===== src/rtl/vga_sync_gen.sv =====
// Raster timing generator for a VGA display: pixel-rate divider, beam counters,
// registered sync/blanking output stage and a per-frame tick for game logic.
module vga_sync_gen #(
    parameter int CLK_DIV   = 4,
    parameter int H_VISIBLE = 640,
    parameter int H_FRONT   = 16,
    parameter int H_SYNC    = 96,
    parameter int H_BACK    = 48,
    parameter int V_VISIBLE = 480,
    parameter int V_FRONT   = 10,
    parameter int V_SYNC    = 2,
    parameter int V_BACK    = 33
) (
    input  logic       clk,
    input  logic       reset,
    input  logic [5:0] rgbIn,
    output logic [9:0] horCnt,
    output logic [9:0] verCnt,
    output logic       pixTick,
    output logic       frameTick,
    output logic       hSync,
    output logic       vSync,
    output logic       videoOn,
    output logic [5:0] rgbOut
);
    localparam int H_TOTAL = H_VISIBLE + H_FRONT + H_SYNC + H_BACK;
    localparam int V_TOTAL = V_VISIBLE + V_FRONT + V_SYNC + V_BACK;
    localparam int DW      = 4;

    localparam logic [9:0]    H_LAST   = 10'(H_TOTAL - 1);
    localparam logic [9:0]    V_LAST   = 10'(V_TOTAL - 1);
    localparam logic [9:0]    H_VIS    = 10'(H_VISIBLE);
    localparam logic [9:0]    V_VIS    = 10'(V_VISIBLE);
    localparam logic [9:0]    HS_START = 10'(H_VISIBLE + H_FRONT);
    localparam logic [9:0]    HS_END   = 10'(H_VISIBLE + H_FRONT + H_SYNC - 1);
    localparam logic [9:0]    VS_START = 10'(V_VISIBLE + V_FRONT);
    localparam logic [9:0]    VS_END   = 10'(V_VISIBLE + V_FRONT + V_SYNC - 1);
    localparam logic [DW-1:0] DIV_LAST = DW'(CLK_DIV - 1);

    logic [DW-1:0] divCnt_q, divCnt_d;
    logic [9:0]    horCnt_q, horCnt_d;
    logic [9:0]    verCnt_q, verCnt_d;
    logic          hSync_q, hSync_d;
    logic          vSync_q, vSync_d;
    logic          videoOn_q, videoOn_d;
    logic [5:0]    rgbOut_q, rgbOut_d;
    logic          tick;
    logic          visible;

    // Decoded from the register, so with CLK_DIV=1 it stays high even in reset.
    assign tick    = (divCnt_q == DIV_LAST);
    assign visible = (horCnt_q < H_VIS) && (verCnt_q < V_VIS);

    always_comb begin
        divCnt_d  = tick ? '0 : divCnt_q + 1'b1;
        horCnt_d  = horCnt_q;
        verCnt_d  = verCnt_q;
        hSync_d   = hSync_q;
        vSync_d   = vSync_q;
        videoOn_d = videoOn_q;
        rgbOut_d  = rgbOut_q;
        if (tick) begin
            if (horCnt_q == H_LAST) begin
                horCnt_d = '0;
                verCnt_d = (verCnt_q == V_LAST) ? '0 : verCnt_q + 1'b1;
            end else begin
                horCnt_d = horCnt_q + 1'b1;
            end
            // Output stage samples the pre-increment coordinates: one pixel of lag.
            hSync_d   = !((horCnt_q >= HS_START) && (horCnt_q <= HS_END));
            vSync_d   = !((verCnt_q >= VS_START) && (verCnt_q <= VS_END));
            videoOn_d = visible;
            rgbOut_d  = visible ? rgbIn : 6'b0;
        end
    end

    always_ff @(posedge clk or posedge reset) begin
        if (reset) begin
            divCnt_q  <= '0;
            horCnt_q  <= '0;
            verCnt_q  <= '0;
            hSync_q   <= 1'b1;
            vSync_q   <= 1'b1;
            videoOn_q <= 1'b0;
            rgbOut_q  <= '0;
        end else begin
            divCnt_q  <= divCnt_d;
            horCnt_q  <= horCnt_d;
            verCnt_q  <= verCnt_d;
            hSync_q   <= hSync_d;
            vSync_q   <= vSync_d;
            videoOn_q <= videoOn_d;
            rgbOut_q  <= rgbOut_d;
        end
    end

    assign horCnt    = horCnt_q;
    assign verCnt    = verCnt_q;
    assign pixTick   = tick;
    assign frameTick = tick && (horCnt_q == H_LAST) && (verCnt_q == V_LAST);
    assign hSync     = hSync_q;
    assign vSync     = vSync_q;
    assign videoOn   = videoOn_q;
    assign rgbOut    = rgbOut_q;
endmodule


===== config.mk =====
export PLATFORM = sky130hd
export DESIGN_NAME = vga_sync_gen
export DESIGN_NICKNAME = d
export VERILOG_FILES = /design/src/rtl/vga_sync_gen.sv
export SDC_FILE = /design/constraint.sdc
export NUM_CORES = 1
export LEC_CHECK = 0
export CELL_PAD_IN_SITES_DETAIL_PLACEMENT = 1
export CELL_PAD_IN_SITES_GLOBAL_PLACEMENT = 2
export CORE_ASPECT_RATIO = 0.75
export CORE_MARGIN = 2
export CORE_UTILIZATION = 25
export CTS_CLUSTER_SIZE = 12
export DETAILED_ROUTE_END_ITERATION = 6
export DONT_BUFFER_PORTS = 1
export PLACE_DENSITY = 0.6
export SETUP_SLACK_MARGIN = 0.15
export SLEW_MARGIN = 25
export SYNTH_ARGS = -nofsm -noshare
export SYNTH_HDL_FRONTEND = slang
export SYNTH_SLANG_ARGS = --single-unit

===== constraint.sdc =====
create_clock -name clk -period 4.42 [get_ports clk]
set_input_delay 0.442 -clock clk [delete_from_list [all_inputs] [get_ports clk]]
set_output_delay 0.442 -clock clk [all_outputs]
set_load 0.005 [all_outputs]

## Yosys cells after proc, flatten, opt, wreduce, memory -nomap -nowiden

Index checks and enable logic that the tools add are counted.
W data, S select, Z words.

| storage, ports and cells | value |
|---|---|
| bits in registers | 33 |
| latch bits | 0 |
| RAM bits | 0 |
| memory bits (read-only) | 0 |
| bits of input ports | 8 |
| output and inout port bits | 31 |
| word-level logic and storage cells | 31 |
| memories | 0 |

| operators by class | value |
|---|---|
| add/sub/neg operators | 3 |
| multipliers | 0 |
| divide/modulo/power cells | 0 |
| $lt $le $gt $ge | 6 |
| equality and inequality tests | 3 |
| shifts and indexed selects | 0 |
| mux-type cells | 4 |
| bitwise gates (word level) | 0 |
| reductions and logical operators | 8 |

Operators by type and width:

| operator | number |
|---|---|
| $add A10 B1 Y10 const B | 2 |
| $eq A10 B10 Y1 const B | 2 |
| $mux W10 | 2 |
| $ge A10 B10 Y1 const B | 1 |
| $ge A10 B9 Y1 const B | 1 |
| $le A10 B10 Y1 const B | 1 |
| $le A10 B9 Y1 const B | 1 |
| $lt A10 B10 Y1 const B | 1 |
| $lt A10 B9 Y1 const B | 1 |
| $mux W6 | 1 |
| $logic_and A1 B1 Y1 | 5 |
| $add A4 B1 Y4 const B | 1 |
| $eq A4 B2 Y1 const B | 1 |
| $mux W4 | 1 |
| $logic_not A1 Y1 | 2 |
| $reduce_and A2 Y1 | 1 |

## Logic depth before layout (Yosys ltp)

| depth | value |
|---|---|
| word-level depth | 3 |
| depth in mapped cells | 7 |
| gate-level depth less buffers | 6 |

## Worst setup path after synthesis

Ideal clock, no wire load.

| timing path | value |
|---|---|
| kind | reg2out |
| start point | register divCnt_q[0] |
| end point | output port frameTick |
| data arrival time | 1.673 ns |
| required time | 3.978 ns |
| setup slack | 2.305 ns |
| cell stages (with the launch flop) | 6 |
| buffers on the path | 1 |
| path through | dfrtp_1 ha_1 or3b_4 nor4_1 buf_2 and2_1 |

| between the ends | value |
|---|---|
| word-level cells in the longest chain between the ends | 3 |

Ends and longest elaborated chain:

| element | RTL line | source |
|---|---|---|
| start: declaration | 40 | `logic [DW-1:0] divCnt_q, divCnt_d;` |
| start signal: assignment | 87 | `divCnt_q <= divCnt_d;` |
| $eq A4 B2 Y1 | 51 | `assign tick = (divCnt_q == DIV_LAST);` |
| $logic_and A1 B1 Y1 (2 in a row) | 100 | `assign frameTick = tick && (horCnt_q == H_LAST) && (verCnt_q == V_LAST);` |
| end: declaration | 20 | `output logic frameTick,` |

Every way passes these cells.

## Final worst setup path

Same ends and word-level chain as after synthesis.

==> metrics.txt <==
run status finished, final reports clean; Avg Vias per Cell 4.95; Syn Nets 158; CP required 3980 ps; filler cell count 703; CP Class register to output port; DP Area 1630 µm²; post-CTS resize count 0; DR iter-0 viols 25; Skew-Pair Late Insertion Delay 280 ps; Slew @ Worst Pin 641 ps; Pleak 0.711 nW; Hold Crit Class primary input to async pin; max frequency 400 MHz; Final HPWL DP 2790 µm; vias in the first global route 1,143; Pint 0.000431 W; die footprint 6820 µm²; gpl congestion 0.740; max_slew headroom 56.7%; post-route ant nets 0; Setup Skew 4.45 ps; clk root buf clkbuf_8; CTS tree done; Post-Syn Instances 145; Distinct cells, synth 35; Initial Utilization 26.2%; Final Power 0.000544 W; cell area after synthesis 1540 µm²; ys flop type dfrtp_1; clock slew at reported path FFs 60 ps; sequential element share of the synthesized area 53.7%; pwr dens 315 nW/µm²; Clock Path Buffers 2; total grt overflow 0; Post-synth EDFFs 0; post-CTS setup buffer count 0; post-route cell area 1720 µm²; Core ar. 5890 µm²; final setup TNS 0 ps; hold_buf cts 0; Inserted Clock Buffers 5; pre-CTS WS 2050 ps; Hold Fails Final Rpt 0; combinational share of power 1.7%; Slew Viols, Final 0; synth warn 0; Seq pwr share 56.5%; diodes inserted 0; critical-path maximum fanout 14; die width 94.7 µm; Worst Path Arrival 2060 ps; first-pass iteration count of the detailed router 4; Final setup viols 0; die height 72.0 µm; setup slack after layout 1920 ps; Routed WL 3820 µm; largest net degree at the start of global routing 34; VDD IR max 0.0750 mV; IO Pins 39; IO Port Bufs 0; Residual DRC 0; Min Clock Period, post-route 2500 ps; initial antenna violation count 0; sw frac 20.7%; Avg Cell Area, Syn 10.6 µm²; htree depth 2; total number of vias 1,124; total global-route track usage 12.3%; num rows 24; clock network fraction of design power 41.8%; layout cells sized above 1 11.4%; Async SR Flop Fraction 100%; first-pass GRT wire length 6330 µm; Finished Core Util 29.3%; CP endpoint kind output port; critical path launch point type register; max cap viols 0; Reg2Reg Depth 6; Layout area overhead 11.9%; detail-routed net length per standard cell 16.8 µm; number of synthesized register bits 33; Sink Count 33; Net Switching 0.000112 W; Final nets 162; Final period util 56.5%; RSZ-0062 raised after global routing no
final cells by class:
cell class | instances | area [µm²] | area share, %
clock buffer | 7 | 86.3 | 5.01
inverter | 8 | 30.0 | 1.74
multi-input combinational | 99 | 667 | 38.7
sequential | 33 | 828 | 48.0
tap | 78 | 97.6 | 5.66
timing repair buffer | 2 | 15.0 | 0.871
power groups by stage:
stage | clock network [W] | logic [W] | registers, W
2_1_floorplan | 0 | 0.00000693 | 0.000312
3_3_place_gp | 0 | 0.00000974 | 0.000313
3_5_place_dp | 0 | 0.00000984 | 0.000313
4_1_cts | 0.000238 | 0.0000100 | 0.000307
5_1_grt | 0.000255 | 0.0000111 | 0.000307
6_report | 0.000227 | 0.00000936 | 0.000307
metrics by stage:
stage | std cells | hold WS [ps]
floorplan | 145 | 433
global placement | 220 | 442
detailed placement | 220 | 456
CTS | 227 | 155
global route | 227 | 178
finish | 227 | 150
cells by family after synthesis:
| logic type | count (synthesis) | share of synthesized area (%) |
|---|---|---|
| AO/OA/AOI/OAI | 23 | 10.6 |
| XOR/XNOR | 12 | 6.82 |
| multiplexers | 2 | 1.46 |
| adder cells (fa/ha/maj) | 5 | 4.06 |
| AND/OR/NAND/NOR | 57 | 19.9 |
| buffers and inverters | 13 | 3.41 |
| flip-flops | 33 | 53.7 |
registers in the layout, summed over array words and instances, names as in the netlist:
name,count
divCnt_q,4
rgbOut,6
vSync,1
horCnt,10
hSync,1
videoOn,1
verCnt,10
worst paths after layout:
kind,from,slack (ps),end
max,divCnt_q[0]$_DFF_PP0_,1920,frameTick
min reg2reg,divCnt_q[0]$_DFF_PP0_,490,divCnt_q[0]$_DFF_PP0_
min,reset,150,verCnt[7]$_DFFE_PP0P_
max in group asynchronous,reset,3940,hSync$_DFFE_PP1N_
min in group clk,rgbIn[0],290,rgbOut[0]$_DFFE_PP0N_
max reg2reg,divCnt_q[0]$_DFF_PP0_,2160,horCnt[9]$_DFFE_PP0N_
layer usage:
| metal | share of wire (%) | up-vias | GRT usage (%) |
|---|---|---|---|
| met5 | 0 | - | 0 |
| met4 | 0.94 | 0 | 4.83 |
| met3 | 5.5 | 2 | 3.95 |
| met2 | 46 | 30 | 17.5 |
| met1 | 48 | 562 | 17.4 |
| li1 | - | 530 | - |
synthesized netlist by cell type, types with 2 or more instances:
cell | n | share of area [%]
clkbuf_1 | 2 | 0.49
nand4_1 | 10 | 4.1
dfstp_2 | 2 | 3.4
dfrtp_1 | 31 | 50
o21ai_0 | 6 | 1.9
nand2_1 | 9 | 2.2
nor3_1 | 4 | 1.3
a31oi_1 | 2 | 0.81
xor2_1 | 3 | 1.7
a22o_1 | 7 | 4.0
buf_2 | 3 | 0.97
or2_2 | 2 | 0.81
ha_1 | 5 | 4.1
o31ai_1 | 2 | 0.97
mux2_2 | 2 | 1.5
inv_1 | 8 | 1.9
nor2_1 | 14 | 3.4
xnor2_1 | 9 | 5.1
nand3_1 | 8 | 2.6
cells in the final DEF, fill, tap and decap left out, types with 2 or more instances in the layout:
cell / Yosys / routed
a22o_1: 7 / 7
nand4_1: 10 / 10
o31ai_1: 2 / 2
buf_4: 0 / 2
ha_1: 5 / 5
xor2_1: 3 / 3
clkbuf_8: 0 / 6
o21ai_0: 6 / 6
or2_2: 2 / 2
a31oi_1: 2 / 2
nand3_1: 8 / 8
nor2_1: 14 / 14
inv_1: 8 / 8
dfrtp_1: 31 / 31
nand2_1: 9 / 9
nor3_1: 4 / 4
xnor2_1: 9 / 9
mux2_2: 2 / 2
dfstp_2: 2 / 2
critical path, stage by stage, from the launching register on:
cell	delay, ps
dfrtp_1	390
ha_1	200
or3b_4	480
nor4_1	300
buf_4	250
and2_1	160
Note: power is estimated with default switching activity, not from simulation.
